File: src/rtl/seg_scan_pkg.sv
// Shared types and width helpers for the 7-segment display scanner.
package seg_scan_pkg;

    typedef enum logic {
        PH_BLANK,
        PH_SHOW
    } phase_t;

    function automatic int cnt_width(input int div);
        return (div > 2) ? $clog2(div) : 1;
    endfunction

    function automatic int idx_width(input int n);
        return (n > 2) ? $clog2(n) : 1;
    endfunction

endpackage

File: src/rtl/seg_slot_timer.sv
// Slot/digit counters for the scanner; blank_phase describes the slot position
// the counters move to on the coming edge so the top can register aligned outputs.
module seg_slot_timer
    import seg_scan_pkg::*;
#(
    parameter int NUM_DIGITS   = 4,
    parameter int REFRESH_DIV  = 1000,
    parameter int BLANK_CYCLES = 16
) (
    input  logic                                clk,
    input  logic                                reset,
    output logic [idx_width(NUM_DIGITS)-1:0]    digit_idx,
    output logic                                slot_last,
    output logic                                frame_last,
    output logic                                blank_phase
);

    localparam int CW = cnt_width(REFRESH_DIV);
    localparam int DW = idx_width(NUM_DIGITS);

    logic [CW-1:0] slot_cnt;
    logic [CW-1:0] slot_nxt;
    phase_t        phase_nxt;

    assign slot_last   = (slot_cnt == CW'(REFRESH_DIV - 1));
    assign frame_last  = slot_last && (digit_idx == DW'(NUM_DIGITS - 1));
    assign blank_phase = (phase_nxt == PH_BLANK);

    always_comb begin
        slot_nxt  = slot_last ? '0 : slot_cnt + CW'(1);
        phase_nxt = (slot_nxt < CW'(BLANK_CYCLES)) ? PH_BLANK : PH_SHOW;
    end

    always_ff @(posedge clk) begin
        if (reset) begin
            slot_cnt  <= '0;
            digit_idx <= '0;
        end else begin
            slot_cnt <= slot_nxt;
            if (frame_last) begin
                digit_idx <= '0;
            end else if (slot_last) begin
                digit_idx <= digit_idx + DW'(1);
            end
        end
    end

endmodule

File: src/rtl/seg_display_scanner.sv
// Time-multiplexed 7-seg scanner: shadow register applied only at frame boundaries.
// Outputs registered from next-state values (no added latency); load is always accepted.
module seg_display_scanner
    import seg_scan_pkg::*;
#(
    parameter int NUM_DIGITS   = 4,
    parameter int REFRESH_DIV  = 1000,
    parameter int BLANK_CYCLES = 16
) (
    input  logic                      clk,
    input  logic                      reset,
    input  logic                      load,
    input  logic [4*NUM_DIGITS-1:0]   value_in,
    input  logic [NUM_DIGITS-1:0]     dot_in,
    input  logic [NUM_DIGITS-1:0]     digit_mask,
    output logic [3:0]                hex_out,
    output logic                      dot_out,
    output logic [NUM_DIGITS-1:0]     digit_en,
    output logic                      frame_start,
    output logic                      update_pending
);

    localparam int DW = idx_width(NUM_DIGITS);

    logic [DW-1:0]             digit_idx;
    logic [DW-1:0]             digit_nxt;
    logic                      slot_last;
    logic                      frame_last;
    logic                      blank_phase;

    logic [4*NUM_DIGITS-1:0]   act_value, act_value_nxt, shd_value;
    logic [NUM_DIGITS-1:0]     act_dot, act_dot_nxt, shd_dot;
    logic [NUM_DIGITS-1:0]     act_mask, act_mask_nxt, shd_mask;
    logic [NUM_DIGITS-1:0]     en_sel;

    seg_slot_timer #(
        .NUM_DIGITS   (NUM_DIGITS),
        .REFRESH_DIV  (REFRESH_DIV),
        .BLANK_CYCLES (BLANK_CYCLES)
    ) u_timer (
        .clk         (clk),
        .reset       (reset),
        .digit_idx   (digit_idx),
        .slot_last   (slot_last),
        .frame_last  (frame_last),
        .blank_phase (blank_phase)
    );

    // A load coinciding with the boundary bypasses the shadow so it is not a frame late.
    always_comb begin
        act_value_nxt = act_value;
        act_dot_nxt   = act_dot;
        act_mask_nxt  = act_mask;
        if (frame_last) begin
            if (load) begin
                act_value_nxt = value_in;
                act_dot_nxt   = dot_in;
                act_mask_nxt  = digit_mask;
            end else if (update_pending) begin
                act_value_nxt = shd_value;
                act_dot_nxt   = shd_dot;
                act_mask_nxt  = shd_mask;
            end
        end
    end

    always_comb begin
        if (frame_last) begin
            digit_nxt = '0;
        end else if (slot_last) begin
            digit_nxt = digit_idx + DW'(1);
        end else begin
            digit_nxt = digit_idx;
        end
        en_sel            = '0;
        en_sel[digit_nxt] = 1'b1;
    end

    always_ff @(posedge clk) begin
        if (reset) begin
            act_value      <= '0;
            act_dot        <= '0;
            act_mask       <= '0;
            shd_value      <= '0;
            shd_dot        <= '0;
            shd_mask       <= '0;
            update_pending <= 1'b0;
            hex_out        <= '0;
            dot_out        <= 1'b0;
            digit_en       <= '0;
            frame_start    <= 1'b0;
        end else begin
            act_value <= act_value_nxt;
            act_dot   <= act_dot_nxt;
            act_mask  <= act_mask_nxt;
            if (load) begin
                shd_value <= value_in;
                shd_dot   <= dot_in;
                shd_mask  <= digit_mask;
            end
            update_pending <= frame_last ? 1'b0 : (load | update_pending);
            hex_out        <= act_value_nxt[{digit_nxt, 2'b00} +: 4];
            dot_out        <= act_dot_nxt[digit_nxt];
            digit_en       <= blank_phase ? '0 : (en_sel & act_mask_nxt);
            frame_start    <= frame_last;
        end
    end

endmodule

File: config.mk
export PLATFORM = sky130hd
export DESIGN_NAME = seg_display_scanner
export DESIGN_NICKNAME = d
export VERILOG_FILES = /design/src/rtl/seg_scan_pkg.sv /design/src/rtl/seg_slot_timer.sv /design/src/rtl/seg_display_scanner.sv
export SDC_FILE = /design/constraint.sdc
export NUM_CORES = 1
export LEC_CHECK = 0
export CAP_MARGIN = 20
export CELL_PAD_IN_SITES_DETAIL_PLACEMENT = 1
export CELL_PAD_IN_SITES_GLOBAL_PLACEMENT = 2
export CORE_MARGIN = 2
export CORE_UTILIZATION = 35
export DETAILED_ROUTE_END_ITERATION = 10
export GPL_TIMING_DRIVEN = 0
export HOLD_SLACK_MARGIN = 0.02
export PLACE_DENSITY = 0.81
export SLEW_MARGIN = 25
export SYNTH_ARGS = -nofsm -noshare
export SYNTH_HDL_FRONTEND = slang
export SYNTH_SLANG_ARGS = --single-unit
File: constraint.sdc
create_clock -name clk -period 2.82 [get_ports clk]
set_input_delay 0.564 -clock clk [delete_from_list [all_inputs] [get_ports clk]]
set_output_delay 0.564 -clock clk [all_outputs]
set_load 0.005 [all_outputs]
# Yosys cells after proc, flatten, opt, wreduce, memory -nomap -nowiden
# Cells that the tools add are included.
# totals
in_bits	27
output_inout_bits	11
wordCells	43
latchBits	0
mem_count	0
register_bits	71
ram_bits	0
romBits	0
# classes
n_mux	16
shift	1
n_addsub	2
n_eq_ne	2
magnitude_cmp	3
bitwise_logic	2
div	0
n_mul	0
reduce_logical	4
# ops
op	count
16-bit 2-to-1 mux	3
4-bit 2-to-1 mux	6
16-bit by 5-bit indexed part select with 4-bit output	1
10-bit by 1-bit adder with 10-bit output, second input constant	1
10-bit == test, second input constant	1
10-bit by 5-bit less-than comparator with 1-bit output, second input constant	1
10-bit 2-to-1 mux	1
4-bit AND	1
2-bit 2-to-1 mux	2
2-bit OR reduction	2
2-bit by 3-bit less-than comparator with 1-bit output, second input constant	1
2-bit by 1-bit adder with 2-bit output, second input constant	1
1-bit binary-select mux with 2-bit select	1
1-bit demux with 2-bit select	1
2-bit == test, second input constant	1
2-bit by 1-bit >= comparator with 1-bit output, second input constant	1
1-bit logical AND	2
1-bit 2-to-1 mux	2
1-bit OR	1

# Logic depth before layout (Yosys ltp)
# logic_depth
word_depth	8
ltp_mapped	9

# Hierarchy
# A second synthesis with hierarchy kept.
# hier_totals
hier_cells	345
area_unflattened_um2	3279.4
# modules_own_cells
module	area_per_inst_um2	cells_per_inst	n_inst
seg_display_scanner	2607.5	274	1
seg_slot_timer	671.9	71	1

# Worst setup path before layout
# No wires, ideal clock.
# synth_timing
kind	register -> register
startpoint	register u_timer.slot_cnt[0]
endpoint	register hex_out[0]
setup_ns	0.079
t_required_ns	2.741
path_buffers	2
path_slack_ns	0.751
stages_incl_launch_ff	9
arrival_ns	1.990
period_less_slack_ns	2.069
cell_sequence	dfxtp_1 > ha_1 > and4_1 > and3_1 > buf_6 > mux2i_1 > buf_4 > mux2_2 > a211oi_2
# synth_between
elab_chain_len	4
elab_cells_between_ends	6
classes_between	eq/ne (1); shift (1); mux (3); reduce/logical (1)
# synth_rtl
element	line	source
start: declaration	seg_slot_timer.sv:21	logic [CW-1:0] slot_cnt;
start signal: assignment	seg_slot_timer.sv:39	slot_cnt <= slot_nxt;
10-bit == test *	seg_slot_timer.sv:25	assign slot_last = (slot_cnt == CW'(REFRESH_DIV - 1));
2-bit 2-to-1 mux or 1-bit logical AND (tied branches)	n/a	
2-bit 2-to-1 mux or 16-bit 2-to-1 mux (tied branches)	n/a	
16-bit by 5-bit indexed part select with 4-bit output *	seg_display_scanner.sv:102	hex_out <= act_value_nxt[{digit_nxt, 2'b00} +: 4];
end signal: assignment	seg_display_scanner.sv:102	
end: declaration	seg_display_scanner.sv:16	output logic [3:0] hex_out,
# Every way passes the cells marked *; elsewhere a longest branch is shown, timed or not.
# A chain may end at the register's enable or synchronous reset.

# Worst setup path after layout
# layout_timing
startpoint	register u_timer.digit_idx[0]
endpoint	register hex_out[2]
# layout_between
elab_chain_len	4
elab_cells_between_ends	7
classes_between	add/sub (1); eq/ne (1); shift (1); mux (3); reduce/logical (1)
# layout_rtl
element	line	source
start: declaration	seg_slot_timer.sv:12	output logic [idx_width(NUM_DIGITS)-1:0] digit_idx,
start signal: assignment	seg_slot_timer.sv:43	digit_idx <= digit_idx + DW'(1);
2-bit by 1-bit adder with 2-bit output or 2-bit == test (tied branches)	seg_display_scanner.sv:71, seg_slot_timer.sv:26	
2-bit 2-to-1 mux or 1-bit logical AND (tied branches)	n/a	
2-bit 2-to-1 mux or 16-bit 2-to-1 mux (tied branches)	n/a	
16-bit by 5-bit indexed part select with 4-bit output *	seg_display_scanner.sv:102	
# Marked as above.

==> flow_summary.ini <==
[synth]
synth_nets = 390
synth-main-ff-cell = dfxtp_1
seq_area_frac_synth_pct = 42.84
yosysUniqueCellTypes = 53
syn-instance-count = 361
ys_warn_count = 0
syn_area_sq_um = 3318
ys_ff_latch = 71
async_flop_share_pct = 0
postSynthAreaPerCell_sq_um = 9.192
synth_edf_count = 0

[sta]
fin_crit_sh_pct = 86.31
hold_ws_ns = 0.4489
setup_viol_count_final = 0
slew_violations = 0
worstMarginPinSlew_ns = 0.8063
fmax_mhz = 410.8
period_needed_ns = 2.434
final-hold-violation-count = 0
slew_headroom_pct = 46.25
setup_tns_ns = 0
rsz0062_at_grt = false
fin_worst_skew_ns = 0.006967

[setup_path]
crit_path_start = u_timer.digit_idx[0]
reg2reg_depth = 7
cp.required_ns = 3.05
start_kind = flip-flop
arrival_ns = 2.67
reg2reg_slack_ns = 0.39
reg2reg_to = hex_out[2]
endpoint_kind = flip-flop
worstSetupEndpoint = hex_out[2]
cp_max_fo = 10
r2r_start = u_timer.digit_idx[0]
critPathKind = flip-flop to flip-flop

[cts]
clkTransAtPathRegs_ns = 0.07
postCtsSetupBuffers = 0
cts_resized = 0
htree_levels = 3
clockBufferDepth = 2
hold_buffers = 0
cts_sinks = 71
cts_tree = yes
cts_buffers = 9
clk_latency_ns = 0.34
root_buffer = clkbuf_8

[detailed_routing]
avgViaCountPerCell = 5.162
wl_microns = 9128
post_drt_wl_per_cell_microns = 16.81
post-route-drc-count = 0
vias = 2803
dr.pass1.iters = 4
ant_nets = 0
drt-initial-drc-count = 65

[final_layout]
fill_cells = 1082
layout-drive-gt1-share_pct = 12.08
area_delta_synth_final_pct = 22.32
antenna_cells = 0
final_nets = 438
final_common_cell = dfxtp_1
final_cell_mix = dfxtp_1, nor2_1, clkdlybuf4s50_1

[pwr]
combPwrFrac_pct = 8.8
p_leak_nw = 1.600
p_switching_uw = 489.1
pwr-share-seq_pct = 49.9
p_sw_share_pct = 23.45
p_int_mw = 1.596
power_density_nw_per_um2 = 513.7
power_frac_clock_pct = 41.3
vdd_ir_drop_max_mv = 0.1873

[global_route]
grt_pass1_vias = 2827
antenna_found_initial = 0
grt_pass1_wl_microns = 14790
globalRouteOverflowTotal = 0
grt_use_met2_pct = 31.99
use_met3_pct = 3.727
busiest_layer = met2
gr-usage-met1_pct = 24.37
grt_max_degree = 12
grtUsageTotal_pct = 18.88

[die]
dieArea_sq_um = 10270
fp.dieH_microns = 101.4
coreArea_sq_um = 9240
io_pins = 38
std_cell_rows = 35
die_w_microns = 101.4
start_util_pct = 35.91

[run_status]
status = complete, no violations

[flow_run]
cap_violations = 0

[placed_design]
place_congestion = 0.7933
port_buffers = 37
dp_hpwl_microns = 6669

[min_path]
hp-class = flip-flop to flip-flop
==> per-layer routing <==
metal,vias up,share of wire (%)
met3,5,3.1
met1,1383,48
met5,-,0
met2,39,48
li1,1376,-
met4,0,0.76
==> flip-flops by register name, indices dropped and copies added (netlist names) <==
register           cells
act_mask               4
u_timer.slot_cnt      10
shd_value             16
act_value             16
u_timer.digit_idx      2
hex_out                4
shd_mask               4
update_pending         1
act_dot                4
frame_start            1
digit_en               4
shd_dot                4
dot_out                1
==> cell type report <==
cell class	count	area (sq um)	area share, %
Sequential cell	71	1421	35.02
Multi-Input combinational cell	252	1640	40.41
Inverter	13	48.80	1.202
Timing Repair Buffer	37	370.4	9.125
Tap cell	129	161.4	3.977
Clock buffer	13	168.9	4.162
Clock inverter	3	40.04	0.9864
Buffer	25	207.7	5.117
==> metrics by stage <==
| stage | power (mW) | setup slack (ns) | util [%] | std cells | instance area, sq um |
|---|---|---|---|---|---|
| after floorplan | 1.166 | 0.7508 | - | 361 | 3318 |
| after global placement | 1.245 | 0.1018 | 41.67 | 527 | 3850 |
| after detailed placement | 1.249 | 0.1130 | 41.67 | 527 | 3850 |
| after CTS | 2.109 | 0.3415 | 43.93 | 543 | 4059 |
| after global routing | 2.173 | 0.1608 | 43.93 | 543 | 4059 |
| final | 2.085 | 0.3860 | 43.93 | 543 | 4059 |
==> power by group through the flow <==
stage / clock [mW] / combinational (mW) / sequential (mW)
after floorplan: 0 / 0.106 / 1.06
after global placement: 0 / 0.183 / 1.06
after detailed placement: 0 / 0.186 / 1.06
after CTS: 0.882 / 0.187 / 1.04
after global routing: 0.926 / 0.205 / 1.04
final: 0.861 / 0.184 / 1.04
==> Yosys cell counts, types with 5 or more instances <==
library cell  count  area share [%]
buf_6             6             2.0
clkbuf_8          6             2.5
mux2i_1          30             9.0
inv_1            13             1.5
nor3_1            6            0.91
o21bai_1          6             1.4
nand3_1           8             1.2
a22oi_1           7             1.6
o22ai_1          12             2.3
a21oi_1          11             1.7
nor3b_1           5             1.1
o21ai_0           5            0.75
nor2b_1           9             1.7
dfxtp_1          71              43
nand2_1          20             2.3
a22o_1            7             1.8
nor2_1           61             6.9
a31oi_1           7             1.3
clkbuf_1          9             1.0
==> critical path: stages, from the launching register on <==
cell,delay (ns)
dfxtp_1,0.36
ha_1,0.31
nor3b_1,0.54
nand4_2,0.41
o22ai_1,0.24
o21bai_1,0.18
mux2_2,0.21
a211oi_2,0.07
==> logic make-up after synthesis <==
family / synth area share [%]
muxes: 10.07
AOI/OAI and AO/OA: 18.06
xor gates and xnor gates: 1.056
and+or+nand+nor: 19.49
DFF: 42.84
adders and majority gates: 0.7540
buffers and inverters: 7.730
==> how the worst min path moves through the flow <==
stage                     endpoint  cells after the start  slack [ns]                 from
6_report               act_mask[3]                      2        0.45          act_mask[3]
3_5_place_dp           act_mask[3]                      2        0.44          act_mask[3]
4_1_cts        u_timer.slot_cnt[0]                      1        0.45  u_timer.slot_cnt[0]
5_1_grt        u_timer.slot_cnt[0]                      1        0.47  u_timer.slot_cnt[0]
3_3_place_gp           act_mask[3]                      2        0.42          act_mask[3]
2_1_floorplan          act_mask[2]                      2        0.41          act_mask[2]
No activity file was read; power rests on OpenSTA's default activity.
